[src/rtl/mem_arbiter.sv]
// Arbiter between instruction-fetch and load/store ports sharing one
// synchronous BRAM; data wins by default, a starvation counter forces fetch.
module mem_arbiter #(
  parameter int unsigned MEM_ADDR_W = 12,
  parameter int unsigned STARVE_MAX = 4
) (
  input  logic                  clk,
  input  logic                  rstn,
  input  logic                  if_req,
  input  logic [31:0]           if_addr,
  output logic                  if_ready,
  output logic                  if_rvalid,
  output logic [31:0]           if_rdata,
  input  logic                  d_req,
  input  logic [3:0]            d_we,
  input  logic [31:0]           d_addr,
  input  logic [31:0]           d_wdata,
  output logic                  d_ready,
  output logic                  d_rvalid,
  output logic [31:0]           d_rdata,
  output logic                  mem_en,
  output logic [3:0]            mem_we,
  output logic [MEM_ADDR_W-1:0] mem_addr,
  output logic [31:0]           mem_wdata,
  input  logic [31:0]           mem_rdata
);

  localparam int unsigned CNT_W = 4;

  logic [CNT_W-1:0] starve_cnt;
  logic             rsp_if;
  logic             rsp_d;
  logic             force_if;
  logic             gnt_if;
  logic             gnt_d;

  // Per-cycle grant; suppressed entirely while reset is asserted
  always_comb begin
    force_if = 1'b0;
    gnt_if   = 1'b0;
    gnt_d    = 1'b0;
    if (rstn) begin
      force_if = if_req && (starve_cnt == CNT_W'(STARVE_MAX));
      gnt_if   = force_if || (if_req && !d_req);
      gnt_d    = d_req && !gnt_if;
    end
  end

  assign if_ready  = gnt_if;
  assign d_ready   = gnt_d;
  assign mem_en    = gnt_if || gnt_d;
  assign mem_we    = gnt_d ? d_we : 4'b0000;
  assign mem_addr  = gnt_d ? d_addr[MEM_ADDR_W+1:2] : if_addr[MEM_ADDR_W+1:2];
  assign mem_wdata = d_wdata;

  assign if_rvalid = rsp_if;
  assign d_rvalid  = rsp_d;
  assign if_rdata  = mem_rdata;
  assign d_rdata   = mem_rdata;

  // Response tracking and fetch starvation counter
  always_ff @(posedge clk or negedge rstn) begin
    if (!rstn) begin
      rsp_if     <= 1'b0;
      rsp_d      <= 1'b0;
      starve_cnt <= '0;
    end else begin
      rsp_if <= gnt_if;
      rsp_d  <= gnt_d && (d_we == 4'b0000);
      if (gnt_if || !if_req) begin
        starve_cnt <= '0;
      end else if (starve_cnt < CNT_W'(STARVE_MAX)) begin
        starve_cnt <= starve_cnt + CNT_W'(1);
      end
    end
  end

  // Byte-offset and out-of-range address bits are intentionally dropped
  logic unused_addr_bits;
  assign unused_addr_bits = ^{if_addr[31:MEM_ADDR_W+2], if_addr[1:0],
                              d_addr[31:MEM_ADDR_W+2], d_addr[1:0]};

endmodule

[config.mk]
export PLATFORM = sky130hd
export DESIGN_NAME = mem_arbiter
export DESIGN_NICKNAME = d
export VERILOG_FILES = /design/src/rtl/mem_arbiter.sv
export SDC_FILE = /design/constraint.sdc
export NUM_CORES = 1
export LEC_CHECK = 0
export CAP_MARGIN = 20
export CORE_AREA = 8 8 92 94
export CTS_CLUSTER_SIZE = 25
export DETAILED_ROUTE_END_ITERATION = 10
export DIE_AREA = 0 0 100 102
export GPL_ROUTABILITY_DRIVEN = 0
export PLACE_DENSITY = 0.84
export SYNTH_ARGS = -nofsm -noshare
export SYNTH_HDL_FRONTEND = slang
export SYNTH_SLANG_ARGS = --single-unit
[constraint.sdc]
create_clock -name clk -period 2.4 [get_ports clk]
set_input_delay 0.48 -clock clk [delete_from_list [all_inputs] [get_ports clk]]
set_output_delay 0.48 -clock clk [all_outputs]
set_load 0.02 [all_outputs]
==> out/qor.csv <==
stage,metric,value,unit
timing,Final Cycle Share,95.74,%
layout,layout cells sized above 1,37.04,%
synth,Seq cells post-synth,6,
synth,"Cell Area, Synth",1226,sq um
route,1st-iter DRT viols,11,
worst_setup_path,critical path endpoint category,output pin,
floorplanning,Chip Width,100,um
floorplanning,I/O pins,253,
clocking,Post-CTS Hold Fix Bufs,0,
clocking,CTS tree,yes,
global_route,first-pass GRT wire length,4.326,mm
worst_setup_path,CP Buf/Inv Count,3,
synth,Synthesis Warnings,0,
placement,Placement Cell Area,1204,sq um
timing,Setup TNS Final,0,ns
timing,final worst slack,0.1023,ns
timing,fmax,435.2,MHz
floorplanning,initial core utilization,17.37,%
clocking,Sink Count,6,
synth,average size of a mapped cell,8.575,sq um
synth,post-synth top area cell,buf_4,
placement,buffers added on ports,52,
worst_setup_path,"delay-heaviest family, CP",buffers and inverters,
global_route,largest net degree at the start of global routing,11,
worst_setup_path,Crit path required time,1.92,ns
worst_setup_path,WS Path Type,flop to output pin,
worst_setup_path,"Largest stage delay, worst path",0.34,ns
global_route,initial antenna violation count,0,
synth,Synth top area share,58.78,%
global_route,vias in the first global route,872,
layout,Post-Layout Inst Area,1239,sq um
clocking,clk_lat worst skew,0.22,ns
route,number of remaining DRC errors,0,
timing,measured slew at the worst slew-check pin,0.3491,ns
timing,"Slew Viols, Final",0,
floorplanning,std cell rows,31,
synth,post-synth cell types,20,
clocking,H-tree depth,1,
synth,Main synth FF type,dfrtp_1,
timing,RSZ-0062 raised after global routing,no,
hold_path,Hold WC Path Type,input port to async pin,
worst_setup_path,CP cell instances,inv_1 -> ha_1 -> a41oi_4 -> buf_6 -> mux2_4 -> clkdlybuf4s15_1,
synth,Post-Syn Instances,143,
synth,syn_nets,281,
route,DR vias,690,
worst_setup_path,Worst Path Max Fanout,8,
worst_setup_path,Worst EP arrival,1.82,ns
layout,Synth-to-Final Area Change,1.021,%
layout,Nets,248,
synth,count of flip-flops with a built-in enable after synthesis,0,
clocking,Clock transition at path regs,0.04,ns
worst_setup_path,startpoint types,flop,
run,max-cap violations,0,
synth,"Seq/Total Area, Yosys",12.24,%
route,vias per std cell,3.333,
synth,most frequent cell after synthesis,buf_4,
synth,synth top area cells,"buf_4, dfrtp_1, mux2_2, mux2_4, and2_2",
timing,Period minus WS final,2.298,ns
power,leakage power,0.0005230,uW
global_route,GRT Residual Overflow,0,
timing,final hold violations,0,
clocking,Max clock buf depth,2,
timing,Final Setup Violations,0,
power,total power,468.5,uW
route,WL per Instance,13.17,um
route,drt pass-1 iters,2,
route,routed wire length,2.726,mm
placement,hpwl dp,2.332,mm
power,Peak supply drop,0.2046,mV
timing,hold slack final,0.3367,ns
placement,post-place setup slack,-0.4264,ns
synth,asr flop ratio synth,100.0,%
floorplanning,core area,7059,sq um
clocking,"Setup Fix Bufs, Post-CTS",0,
layout,antenna cell count,0,
synth,"top cells by count, synth","buf_4, mux2_2, dfrtp_1, and2_2",
clocking,Clk Tree Root Cell,clkbuf_8,
timing,max_slew headroom,76.62,%
global_route,GRT Util Overall,5.515,%
floorplanning,Die Height,102,um
clocking,total CTS buffers,3,
floorplanning,Die ar.,10200,sq um
layout,fillcell total,804,
worst_setup_path,"slowest stage cell, crit path",dfrtp_1,
timing,Max Clock Skew,0.003102,ns
route,post-route ant nets,0,
status,status,"complete, no violations",
power,PD cells,378.2,nW/um^2
timing repair:
action | in CTS | in global routing
endpoints found under the setup margin | 18 | 10
gates resized for setup | 48 | 1
pin swaps | 1 | 1
worst register-to-register path, delay by kind of cell, from the launching register on:
| family | cells | cell delay (ns) |
|---|---|---|
| simple gates | 2 | 0.22 |
| flops | 1 | 0.37 |
| buf+inv | 1 | 0.06 |
| compound gates | 1 | 0.34 |
| fa+ha+maj | 1 | 0.22 |
cells in the final DEF, fill, tap and decap left out, drive strengths merged:
cell type and n:
clkdlybuf4s15 9, ha 2, o21ai 1, mux2 12
dlymetal6s2s 1, nand3b 1, nor2 4, dlygate4sd2 8
inv 3, and2b 1, o21a 1, dfrtp 6
clkdlybuf4s50 31, xnor2 1, and2 5, buf 10
nor4 1, clkbuf 3, a41oi 1, a21oi 3
nand2 3, a31oi 1
cell type report:
cell class	instances	area [sq um]	area share [%]
timing repair buffer	59	579.3	46.77
multi-input combinational	37	332.8	26.87
sequential	6	150.1	12.12
tap	99	123.9	10.00
clock buffer	3	41.29	3.333
inverter	3	11.26	0.9091
metal layers:
layer | global-route usage (%) | vias up | wire length [um]
met4 | 6.860 | 0 | 218
met3 | 4.700 | 31 | 589
met2 | 7.491 | 83 | 1056
li1 | - | 288 | -
met1 | 4.434 | 288 | 861
met5 | 0 | - | 0
where the power goes:
part	total [uW]	switching (uW)	internal, uW
clock	152	43.9	108
combinational	203	84.8	118
sequential	114	4.78	109
state kept, by name, indices dropped and copies added (netlist names):
signal      flops
d_rvalid        1
if_rvalid       1
starve_cnt      4
metrics by stage:
step / util, % / instances
floorplan: - / 143
global placement: 17.05 / 204
detailed placement: 17.05 / 204
CTS: 17.51 / 207
global route: 17.55 / 207
finish: 17.55 / 207
path summary, 6_finish.rpt:
check                           slack, ns          start  depth (start not counted)             to
worst max-delay path                 0.10  starve_cnt[0]                          6   mem_addr[10]
worst min-delay path                 0.34           rstn                          2  starve_cnt[2]
worst max register to register       1.06  starve_cnt[0]                          5  starve_cnt[0]
worst min register to register       0.60  starve_cnt[3]                          3  starve_cnt[1]
max in group asynchronous            1.93           rstn                          2  starve_cnt[0]
min in group clk                     0.60  starve_cnt[3]                          3  starve_cnt[1]
cell families (layout without fill, tap and decap cells):
group                      Yosys count  count (layout)  share of synthesized area, %
buffers and inverters              100              65                         60.61
and+or+nand+nor                     15              15                         7.144
muxes                               12              12                         12.25
AOI/OAI and AO/OA                    7               7                         5.000
DFF                                  6               6                         12.24
adders and majority gates            2               2                         2.040
xor gates and xnor gates             1               1                        0.7144
No activity file was read; power rests on OpenSTA's default activity.
